$ cat src/rtl/fpu_div_iter.sv
// rtl/fpu_div_iter.sv - iterative IEEE-754 binary32 divider (restoring, RNE, DAZ/FTZ)
//
// Purpose: result = rs1 / rs2, one quotient bit per cycle, then round-to-nearest-even.
// Ports:
//   clk, rst      : clock, synchronous active-high reset
//   start         : request, sampled only while idle; operands latched on acceptance
//   rs1, rs2      : dividend, divisor (binary32)
//   busy          : high from the cycle after acceptance through the done cycle
//   done          : one-cycle pulse; result/flags valid and held afterwards
//   result, flags : quotient and {NV,DZ,OF,UF,NX}
module fpu_div_iter #(
  parameter int QBITS = 26
) (
  input  logic        clk,
  input  logic        rst,
  input  logic        start,
  input  logic [31:0] rs1,
  input  logic [31:0] rs2,
  output logic        busy,
  output logic        done,
  output logic [31:0] result,
  output logic [4:0]  flags
);

  typedef enum logic [2:0] {S_IDLE, S_PREP, S_ITER, S_ROUND, S_DONE} state_t;

  state_t             state_q, state_d;
  logic [31:0]        a_q, a_d, b_q, b_d;
  logic [25:0]        rem_q, rem_d;
  logic [23:0]        mb_q, mb_d;
  logic [25:0]        quo_q, quo_d;
  logic signed [9:0]  exp_q, exp_d;
  logic               sign_q, sign_d;
  logic [4:0]         cnt_q, cnt_d;
  logic [31:0]        result_q, result_d;
  logic [4:0]         flags_q, flags_d;

  // operand classification (subnormals fold into zero)
  logic        zero_a, zero_b, inf_a, inf_b, nan_a, nan_b, snan;
  logic [23:0] ma, mb;
  // iteration and rounding datapath
  logic [26:0]       trial;
  logic              g_bit, r_bit, s_bit, inc;
  logic [24:0]       sum;
  logic signed [9:0] exp_r;
  logic [22:0]       frac_r;

  always_comb begin
    zero_a = (a_q[30:23] == 8'd0);
    zero_b = (b_q[30:23] == 8'd0);
    inf_a  = (a_q[30:23] == 8'hFF) && (a_q[22:0] == 23'd0);
    inf_b  = (b_q[30:23] == 8'hFF) && (b_q[22:0] == 23'd0);
    nan_a  = (a_q[30:23] == 8'hFF) && (a_q[22:0] != 23'd0);
    nan_b  = (b_q[30:23] == 8'hFF) && (b_q[22:0] != 23'd0);
    snan   = (nan_a && !a_q[22]) || (nan_b && !b_q[22]);
    ma     = {1'b1, a_q[22:0]};
    mb     = {1'b1, b_q[22:0]};

    // rem < 2*mb always holds, so a non-negative trial fits in 25 bits
    trial  = {1'b0, rem_q} - {3'b000, mb_q};

    g_bit  = quo_q[1];
    r_bit  = quo_q[0];
    s_bit  = |rem_q;
    inc    = g_bit && (r_bit || s_bit || quo_q[2]);
    sum    = {1'b0, 1'b1, quo_q[24:2]} + {24'd0, inc};
    exp_r  = exp_q + {9'd0, sum[24]};
    frac_r = sum[24] ? sum[23:1] : sum[22:0];
  end

  always_comb begin
    state_d  = state_q;
    a_d      = a_q;
    b_d      = b_q;
    rem_d    = rem_q;
    mb_d     = mb_q;
    quo_d    = quo_q;
    exp_d    = exp_q;
    sign_d   = sign_q;
    cnt_d    = cnt_q;
    result_d = result_q;
    flags_d  = flags_q;

    case (state_q)
      S_IDLE: begin
        if (start) begin
          a_d     = rs1;
          b_d     = rs2;
          state_d = S_PREP;
        end
      end
      S_PREP: begin
        sign_d  = a_q[31] ^ b_q[31];
        state_d = S_DONE;
        if (nan_a || nan_b) begin
          result_d = 32'h7FC00000;
          flags_d  = {snan, 4'b0000};
        end else if ((zero_a && zero_b) || (inf_a && inf_b)) begin
          result_d = 32'h7FC00000;
          flags_d  = 5'b10000;
        end else if (zero_b && !inf_a) begin
          result_d = {a_q[31] ^ b_q[31], 8'hFF, 23'd0};
          flags_d  = 5'b01000;
        end else if (inf_a) begin
          result_d = {a_q[31] ^ b_q[31], 8'hFF, 23'd0};
          flags_d  = 5'b00000;
        end else if (zero_a || inf_b) begin
          result_d = {a_q[31] ^ b_q[31], 31'd0};
          flags_d  = 5'b00000;
        end else begin
          // pre-normalise so the first quotient bit is always the implicit 1
          exp_d = $signed({2'b00, a_q[30:23]}) - $signed({2'b00, b_q[30:23]}) + 10'sd127;
          if (ma < mb) begin
            rem_d = {1'b0, ma, 1'b0};
            exp_d = $signed({2'b00, a_q[30:23]}) - $signed({2'b00, b_q[30:23]}) + 10'sd126;
          end else begin
            rem_d = {2'b00, ma};
          end
          mb_d    = mb;
          quo_d   = 26'd0;
          cnt_d   = 5'(QBITS - 1);
          state_d = S_ITER;
        end
      end
      S_ITER: begin
        if (!trial[26]) begin
          rem_d = {trial[24:0], 1'b0};
          quo_d = {quo_q[24:0], 1'b1};
        end else begin
          rem_d = {rem_q[24:0], 1'b0};
          quo_d = {quo_q[24:0], 1'b0};
        end
        cnt_d = cnt_q - 5'd1;
        if (cnt_q == 5'd0) state_d = S_ROUND;
      end
      S_ROUND: begin
        state_d = S_DONE;
        if (exp_r >= 10'sd255) begin
          result_d = {sign_q, 8'hFF, 23'd0};
          flags_d  = 5'b00101;
        end else if (exp_r <= 10'sd0) begin
          result_d = {sign_q, 31'd0};
          flags_d  = 5'b00011;
        end else begin
          result_d = {sign_q, exp_r[7:0], frac_r};
          flags_d  = {4'b0000, g_bit | r_bit | s_bit};
        end
      end
      S_DONE:  state_d = S_IDLE;
      default: state_d = S_IDLE;
    endcase
  end

  always_ff @(posedge clk) begin
    if (rst) begin
      state_q  <= S_IDLE;
      a_q      <= 32'd0;
      b_q      <= 32'd0;
      rem_q    <= 26'd0;
      mb_q     <= 24'd0;
      quo_q    <= 26'd0;
      exp_q    <= 10'sd0;
      sign_q   <= 1'b0;
      cnt_q    <= 5'd0;
      result_q <= 32'd0;
      flags_q  <= 5'd0;
    end else begin
      state_q  <= state_d;
      a_q      <= a_d;
      b_q      <= b_d;
      rem_q    <= rem_d;
      mb_q     <= mb_d;
      quo_q    <= quo_d;
      exp_q    <= exp_d;
      sign_q   <= sign_d;
      cnt_q    <= cnt_d;
      result_q <= result_d;
      flags_q  <= flags_d;
    end
  end

  assign busy   = (state_q != S_IDLE);
  assign done   = (state_q == S_DONE);
  assign result = result_q;
  assign flags  = flags_q;

endmodule
$ cat config.mk
export PLATFORM = sky130hd
export DESIGN_NAME = fpu_div_iter
export DESIGN_NICKNAME = d
export VERILOG_FILES = /design/src/rtl/fpu_div_iter.sv
export SDC_FILE = /design/constraint.sdc
export NUM_CORES = 1
export LEC_CHECK = 0
export BUFFER_PORTS_ARGS = -buffer_cell sky130_fd_sc_hd__buf_2
export CORE_MARGIN = 5
export CORE_UTILIZATION = 55
export DETAILED_ROUTE_END_ITERATION = 6
export PLACE_DENSITY = 0.75
export SYNTH_ARGS = -nofsm -noshare
export SYNTH_HDL_FRONTEND = slang
export SYNTH_SLANG_ARGS = --single-unit
$ cat constraint.sdc
create_clock -name clk -period 10.6 [get_ports clk]
set_input_delay 0 -clock clk [delete_from_list [all_inputs] [get_ports clk]]
set_output_delay 0 -clock clk [all_outputs]
set_load 0.01 [all_outputs]
Word level (Yosys, flattened, before mapping)
Cells that the tools add are included.
{"block": "word_totals", "regBits": 195, "latch_bits": 0, "ramBits": 0, "mem_bits_ro": 0, "in_bits": 67, "output_inout_bits": 39, "n_memories": 0}
{"block": "op_classes", "n_addsub": 7, "mul": 0, "div": 0, "order_cmp": 3, "eq_ne": 14, "shift": 0, "n_mux": 47, "n_bitwise": 8, "reduce_logical": 36}
{"op": "two-way mux 32 bit", "n": 5}
{"op": "two-way mux 26 bit", "n": 6}
{"op": "two-way mux 25 bit", "n": 6}
{"op": "one-hot mux 32 bit (2 select lines)", "n": 1}
{"op": "two-way mux 31 bit", "n": 2}
{"op": "one-hot mux 26 bit (2 select lines)", "n": 1}
{"op": "two-way mux 5 bit", "n": 10}
{"op": "one-hot mux 25 bit (2 select lines)", "n": 1}
{"op": "logical NOT 23 bit", "n": 2}
{"op": "nonzero test 23 bit", "n": 2}
{"op": "subtractor 26 x 24 -> 27 bit", "n": 1}
{"op": "OR reduction 26 bit", "n": 1}
{"op": "adder 24 x 1 -> 25 bit", "n": 1}
{"op": "less-than comparator 24 bit", "n": 1}
{"op": "two-way mux 3 bit", "n": 8}
{"op": "two-way mux 23 bit", "n": 1}
{"op": "adder 9 x 8 -> 10 bit, second input constant", "n": 2}
{"op": "one-hot mux 5 bit (2 select lines)", "n": 2}
{"op": "equality test 8 bit, second input constant", "n": 2}
{"op": "logical NOT 8 bit", "n": 2}
{"op": "inequality test 2 bit, second input constant", "n": 7}
{"op": "one-hot mux 3 bit (4 select lines)", "n": 1}
{"op": "AND reduction 6 bit", "n": 2}
{"op": "adder 10 x 1 -> 10 bit", "n": 1}
{"op": "22 further kinds", "n": 47}

Longest topological paths before layout
Gate-level depths: netlist of the first run.
{"block": "logic_depth", "ltp_word": 10, "mapped_depth": 19, "depth_no_buf": 17}

Worst setup path after synthesis of the first run
OpenSTA, ideal clock, no wires.
{"block": "synth_timing", "path_type": "reg2reg", "from": "register quo_q[1]", "to": "register result_q[22], in the netlist result[22]", "setup_ns": 0.095, "arrival_ns": 3.679, "t_required_ns": 10.505, "path_slack_ns": 6.826, "stages_incl_launch_ff": 19, "path_buffers": 2, "period_less_slack_ns": 3.774, "cell_sequence": "dfxtp_1 > and2_1 > ha_1 > and3_1 > and4_1 > clkbuf_1 > and3_1 > nand2_1 > nor2_1 > ha_1 > ha_1 > nand3_1 > nor3_1 > xor2_1 > a31oi_1 > nand3_1 > clkbuf_1 > or3_1 > a221oi_1"}
{"block": "synth_between", "elab_chain_len": 7}
{"item": "from (decl)", "line": "31", "source": "logic [25:0] quo_q, quo_d;"}
{"item": "from (signal assigned)", "line": "173", "source": "quo_q <= quo_d;"}
{"item": "logical AND 1 bit *", "line": "65", "source": "inc = g_bit && (r_bit || s_bit || quo_q[2]);"}
{"item": "adder 24 x 1 -> 25 bit *", "line": "66", "source": "sum = {1'b0, 1'b1, quo_q[24:2]} + {24'd0, inc};"}
{"item": "adder 10 x 1 -> 10 bit", "line": "67", "source": "exp_r = exp_q + {9'd0, sum[24]};"}
{"item": "less-or-equal comparator 10 x 1 -> 1 bit", "line": "141", "source": "end else if (exp_r <= 10'sd0) begin"}
{"item": "two-way mux 31 bit", "line": "141"}
{"item": "two-way mux 31 bit *", "line": "138", "source": "if (exp_r >= 10'sd255) begin"}
{"item": "one-hot mux 32 bit (2 select lines) *", "line": "84", "source": "case (state_q)"}
{"item": "to (signal assigned)", "line": "177", "source": "result_q <= result_d;"}
{"item": "to (decl)", "line": "35", "source": "logic [31:0] result_q, result_d;"}
Every way passes the cells marked *; elsewhere a longest branch is shown, timed or not.
A chain may end at the register's enable or synchronous reset.

Final worst setup path of the first run
{"block": "layout_timing", "from": "register quo_q[1]", "to": "register result_q[7], in the netlist result[7]"}
The elaborated chain is that of the path after synthesis.

==> results.md, run 1 <==
- Die H: 151 µm
- Total of max-cap violations: 0
- CP required: 10.98 ns
- Skew final: 0.0155 ns
- Post-Syn Area: 11000 µm²
- H-tree Lvls: 4
- FF/Latch Area: 3900 µm²
- Post-synth top area cell: dfxtp_1
- Setup bufs post-CTS: 0
- Gpl congestion: 0.902
- Leak: 5.08 nW
- Critical R2R Launch: quo_q[1]
- Worst-path fanout max: 11
- Mapped Nets: 1558
- Initial antenna violation count: 0
- First-pass GRT wire length: 49800 µm
- Worst VDD drop: 0.000176 V
- Internal power: 1.82 mW
- Fill cells: 1638
- Yosys reg bits: 195
- Number of flops mapped to enable cells by yosys: 0
- Nets: 1675
- DRT iter0 DRCs: 868
- Synth area leaders: dfxtp_1 (36%), nand2_1 (9.6%), a21oi_1 (8.1%)
- Initial core utilization: 0.561
- NetSw: 1.39 mW
- Largest net degree at the start of global routing: 102
- Synth Area per Inst: 7.70 µm²
- Most common cell in the netlist: nand2_1
- Crit path launch type: flip-flop
- Vias: 10700
- Post-synth ARST share: 0
- Sequential fraction of the synthesis area: 0.355
- Top-area cell type share of the netlist area: 0.355
- Setup CP Type: flip-flop to flip-flop
- Core Rows: 51
- Remaining DRCs: 0
- CTS tree: yes
- Slew margin rel.: 0.196
- Reg power frac: 0.286
- Warnings, synthesis: 0
- Max Freq: 0.224 GHz
- Minimum clock period after layout: 4.46 ns
- GRT overflow: 0
- Layout area overhead: 17.0%
- Clock Root Buffer: clkbuf_16
- Multi-input gate area: 6490 µm²
- Post-Synthesis Cells: 1427
- Clk pwr share: 0.203
- Ports: 106
- PortBufs: 105
- Drt total wl: 30600 µm
- Drt first pass iters: 7
- Hold wc startpoint: rst
- Minimum setup slack among reg-to-reg paths: 6.14 ns
- Critical path startpoint: quo_q[1]
- Wirelength per Cell: 16.8 µm
- Cts hold-fix bufs: 65
- Dominant synthesized flop cell: dfxtp_1
- Antenna-violating nets left: 0
- Slew Limit Fails: 0
- Worst Path Arrival: 4.83 ns
- Final Hold Vio Count: 0
- Tcrit/Tclk final: 0.420
- Total GRT Usage: 0.268
- Total power: 3.22 mW
- Die area: 22900 µm²
- CTS clk-pin slew, worst paths: 0.08 ns
- Setup_tns: 0 ns
- Post-Place Cell Area: 11600 µm²
- DP HPWL: 20500 µm
- Worst R2R End: result[7]
- Core Footprint: 19600 µm²
- Worst Tran Pin Value: 1.20 ns
- RSZ-0062 raised after global routing: no
- Synth top cells by count: nand2_1 (280), dfxtp_1 (195), a21oi_1 (178)
- Power per cell area: 250 nW/µm²
- # diodes: 0
- Total CTS buffers: 17
- Final setup viols: 0
- R2R depth: 16
- Post-CTS Resized: 0
- HP Class: input port to flip-flop
- Outcome: complete, no violations
- DR vias/cell: 5.90
- Comb power frac: 0.511
- Clk buf depth: 2
- Share of cells above drive strength 1: 0.110
- Yosys cell types: 75
- Worst setup endpoint: result[7]
- Sw frac: 0.433
- Final instance area: 12900 µm²
- Clock latency on the worst-skew pair: 0.45 ns
- CP Capture Type: flip-flop
- Clock sink count: 195
- Vias in the first global route: 9938
- Die X: 151 µm
[cell families (layout without fill, tap and decap cells)]
kind of cell / after synthesis / count (layout) / synth area share
xor gates and xnor gates: 55 / 55 / 0.0438
adders and majority gates: 64 / 64 / 0.0742
muxes: 45 / 45 / 0.0426
DFF: 195 / 195 / 0.355
AOI/OAI and AO/OA: 362 / 362 / 0.204
buffers and inverters: 158 / 288 / 0.0561
and+or+nand+nor: 548 / 548 / 0.225
[critical path, cell delays in order (launching register included)]
cell and delay, ns:
dfxtp_1 0.42, and2_1 0.16, ha_1 0.16, and3_1 0.22
and4_1 0.34, and3_1 0.22, nand2_1 0.06, nor2_1 0.31
ha_1 0.27, ha_1 0.24, nand3_1 0.15, nor3_1 0.21
xor2_1 0.15, a31oi_1 0.28, nand3_1 0.39, or3_1 0.59
o21ai_0 0.22
[state kept, by name, summed over array words and instances (netlist names)]
signal and flops:
a_q 32, b_q 32, cnt_q 5, exp_q 10, flags 5, mb_q 24, quo_q 25, rem_q 26
result 32, sign_q 1, state_q 3
[power groups by stage]
stage	Clock [mW]	Combinational, mW	Sequential [mW]
floorplan	0	1.29	0.897
global placement	0	1.56	0.929
global route	0.694	1.80	0.930
CTS	0.657	1.62	0.916
detailed placement	0	1.58	0.932
finish	0.654	1.64	0.919
[worst min-delay path by stage]
stage	to	slack (ns)	cells after the start
after CTS	result[18]	0.04	2
after global routing	result[16]	0.08	2
after detailed placement	b_q[14]	0.25	3
after global placement	a_q[0]	0.24	3
after floorplan	a_q[31]	0.14	2
final	result[8]	0.05	2
[per-layer routing]
layer | GRT usage | wire, µm | up-vias
li1 | - | - | 5245
met1 | 0.375 | 13800 | 5035
met2 | 0.426 | 14100 | 409
met3 | 0.0413 | 2030 | 57
met4 | 0.0798 | 669 | 0
met5 | 0 | 0 | -
[cell type report]
cell class / instances / area share
tap: 265 / 0.0258
multi-input combinational: 1074 / 0.505
timing repair buffer: 179 / 0.0969
inverter: 77 / 0.0225
clock inverter: 14 / 0.0121
clock buffer: 18 / 0.0342
sequential: 195 / 0.304
[per-stage QoR]
stage	hold slack [ns]	instances	setup WS, ns	util
floorplan	0.136	1427	6.83	-
global placement	0.242	1725	6.28	0.593
detailed placement	0.245	1725	6.18	0.593
CTS	0.0447	1822	6.14	0.656
global route	0.0754	1822	5.72	0.656
finish	0.0473	1822	6.14	0.656
[cells in the final DEF (no fill, tap or decap), types with 17 or more instances in the layout]
cell type / synthesis / routed
nand2_1: 280 / 279
dfxtp_1: 195 / 195
a21oi_1: 178 / 178
buf_2: 7 / 104
nor2_1: 87 / 86
inv_1: 77 / 77
dlygate4sd3_1: 0 / 65
ha_1: 62 / 62
nand3_1: 44 / 44
mux2i_1: 37 / 37
o21ai_0: 36 / 36
xnor2_1: 32 / 32
nor3_1: 25 / 25
nor4_1: 25 / 25
xor2_1: 23 / 23
nand4_1: 21 / 21
a211o_1: 17 / 17
clkbuf_16: 0 / 17
(Power assumes the default switching activity.)
==> inputs of run 2 (changes only) <==
--- a/config.mk
+++ b/config.mk
@@ -5,11 +5,12 @@
 export SDC_FILE = /design/constraint.sdc
 export NUM_CORES = 1
 export LEC_CHECK = 0
+export ABC_AREA = 1
 export BUFFER_PORTS_ARGS = -buffer_cell sky130_fd_sc_hd__buf_2
 export CORE_MARGIN = 5
 export CORE_UTILIZATION = 55
 export DETAILED_ROUTE_END_ITERATION = 6
-export PLACE_DENSITY = 0.75
+export PLACE_DENSITY = 0.77
 export SYNTH_ARGS = -nofsm -noshare
 export SYNTH_HDL_FRONTEND = slang
 export SYNTH_SLANG_ARGS = --single-unit
==> constraint.sdc (replaced) <==
create_clock -name clk -period 3.58 [get_ports clk]
set_input_delay 0 -clock clk [delete_from_list [all_inputs] [get_ports clk]]
set_output_delay 0 -clock clk [all_outputs]
set_load 0.01 [all_outputs]
==> run 2 against run 1 <==
Utilization decreased by 0.39 points. Critical endpoint is now result[18]. Register-to-register slack got worse by 6.0 ns. Total power increased to 4.7 times the previous value. Clock power increased to 3.2 times the previous value. Flip-flop and latch count unchanged. Largest power group unchanged. Routed wire length increased by 21%. Worst setup slack got worse by 6.0 ns. Global-route usage increased by 0.92 points. Critical path depth increased by 10. First-iteration DRC count increased by 19%.
==> results.md, run 2 <==
- Final worst slack: 0.120 ns
- Initial core utilization: 0.555
- Yosys cell types: 44
- Yosys reg bits: 195
- Mapped Nets: 2124
- Ports: 106
- Final Hold Vio Count: 0
- Gpl congestion: 0.906
- CP Capture Type: flip-flop
- Slowest CP cell: dfxtp_2
- Clock Root Buffer: clkbuf_16
- Post-synth ARST share: 0
- Total power: 15.2 mW
- FF/Latch Area: 3910 µm²
- Met2 Usage GRT: 0.463
- Max Freq: 0.289 GHz
- Core Rows: 55
- Post-synth top area cell: dfxtp_1
- Total CTS buffers: 17
- Power per cell area: 1030 nW/µm²
- Number of flops mapped to enable cells by yosys: 0
- DRT iter0 DRCs: 1036
- GR peak layer: met2
- Vias: 13200
- CTS clk-pin slew, worst paths: 0.09 ns
- Post-Syn Area: 12500 µm²
- Top-area cell type share of the netlist area: 0.312
- Tcrit/Tclk final: 0.966
- Multi-input gate area: 7220 µm²
- DR vias/cell: 5.42
- Clock latency on the worst-skew pair: 0.45 ns
- Worst hold slack: 0.256 ns
- Worst-path fanout max: 6
- Layout area overhead: 17.5%
- Nets: 2267
- Skew final: 0.0202 ns
- Antenna-violating nets left: 0
- Synth area leaders: dfxtp_1 (31%), nand2_1 (16%), inv_1 (8.9%)
- Leak: 7.14 nW
- Clk buf depth: 2
- Minimum clock period after layout: 3.46 ns
- H-tree Lvls: 4
- Remaining DRCs: 0
- # diodes: 0
- Total GRT Usage: 0.277
- CP required: 3.96 ns
- DP HPWL: 25700 µm
- Worst Path Arrival: 3.84 ns
- Synth top cells by count: nand2_1 (534), inv_1 (297), dfxtp_1 (195)
- Slew margin rel.: 0.305
- Drt total wl: 37000 µm
- Final setup viols: 0
- Vias in the first global route: 12300
- M3 GR Usage: 0.0382
- Setup_tns: 0 ns
- HP Class: input port to flip-flop
- M1 GR Usage: 0.378
- Crit path launch type: flip-flop
- Worst Tran Pin Value: 1.04 ns
- Dominant synthesized flop cell: dfxtp_1
- Commonest non-fill, non-tap cell in the layout: nand2_1
- Die area: 25900 µm²
- PortBufs: 105
- Fill cells: 2043
- Initial antenna violation count: 0
- Sequential fraction of the synthesis area: 0.312
- Total of max-cap violations: 0
- Most common cell in the netlist: nand2_1
- Commonest cells after routing, fill and taps aside: nand2_1 (531), inv_1 (295), dfxtp_1 (193), nand3_1 (177), a21oi_1 (177)
- Clock sink count: 195
- Die X: 161 µm
- Slew Limit Fails: 0
- Die H: 161 µm
- Warnings, synthesis: 0
- Synth Area per Inst: 6.29 µm²
- Wirelength per Cell: 15.2 µm
- Largest net degree at the start of global routing: 68
- Drt first pass iters: 7
- Delay of the slowest cell on the worst path: 0.35 ns
- Place WS: 0.0434 ns
- Most used cell, CP: nand2_1
- Worst VDD drop: 0.000564 V
- Core Footprint: 22600 µm²
- Post-Synthesis Cells: 1993
- Outcome: complete, no violations
- Setup CP Type: flip-flop to flip-flop
- CTS tree: yes
- GRT overflow: 0
- First-pass GRT wire length: 59800 µm
- Share of cells above drive strength 1: 0.113
[run 2: cell types whose count changed in the layout (fill, tap and decap cells not counted), sizes merged, moves of 12 or more]
cell and delta:
xnor2 -19, buf +21, nand4 +19, a21oi +12, o21ai +84, nor2 +86, nand3 +146, and3 -12
nand2 +266, a211o -17, mux2i -37, inv +224, nor4 -22
[run 2: what timing repair did]
| item | in CTS | in global routing |
|---|---|---|
| hold buffers | 65 | 0 |
| buffers inserted | 0 | 8 |
| endpoints found under the setup margin | 0 | 33 |
| resized for setup | 0 | 23 |
| endpoints found under the hold margin | 65 | 0 |
[run 2: metal layers]
| layer | wire [µm] | vias up | part of all wire |
|---|---|---|---|
| met4 | 728 | 0 | 0.020 |
| met2 | 17200 | 471 | 0.46 |
| met3 | 2280 | 71 | 0.062 |
| li1 | - | 6647 | - |
| met1 | 16800 | 6000 | 0.45 |
| met5 | 0 | - | 0 |
[run 2: power breakdown]
group / internal (mW) / switching [mW] / leakage [nW]
logic: 3.31 / 6.64 / 5.23
registers: 2.71 / 0.436 / 1.60
clock network: 1.08 / 1.01 / 0.305
total: 7.10 / 8.09 / 7.14
[run 2: kinds of logic after synthesis]
group,after synthesis,share of synthesized area
simple gates,982,0.340
buf+inv,383,0.121
compound gates,335,0.139
flops,195,0.312
fa+ha+maj,64,0.0651
xor+xnor,34,0.0238
[run 2: cell type report]
cell class / count / share of cell area
Inverter: 306 / 0.0783
Multi-Input combinational cell: 1415 / 0.490
Sequential cell: 195 / 0.265
Clock inverter: 14 / 0.0145
Tap cell: 285 / 0.0242
Clock buffer: 17 / 0.0289
Timing Repair Buffer: 201 / 0.0988
[run 2: worst max-delay path, delay by kind of cell (launching register included)]
kind	cells	cell delay, ns
simple gates	19	2.06
fa+ha+maj	3	0.54
flops	1	0.35
buf+inv	3	0.28
compound gates	1	0.14
[run 2: path summary, 6_finish.rpt]
path / startpoint / cells past startpoint / slack [ns] / endpoint
hold / removal: rst / 3 / 0.26 / result[9]
hold reg to reg: a_q[31] / 2 / 0.46 / a_q[31]
setup reg to reg: quo_q[2] / 26 / 0.12 / result[18]
setup / recovery: quo_q[2] / 26 / 0.12 / result[18]
[run 2: per-stage QoR]
stage / instance area (µm²) / utilization / cells
floorplan: 12500 / - / 1993
global placement: 13200 / 0.587 / 2328
detailed placement: 13200 / 0.587 / 2328
CTS: 14500 / 0.644 / 2424
global route: 14700 / 0.652 / 2433
finish: 14700 / 0.652 / 2433
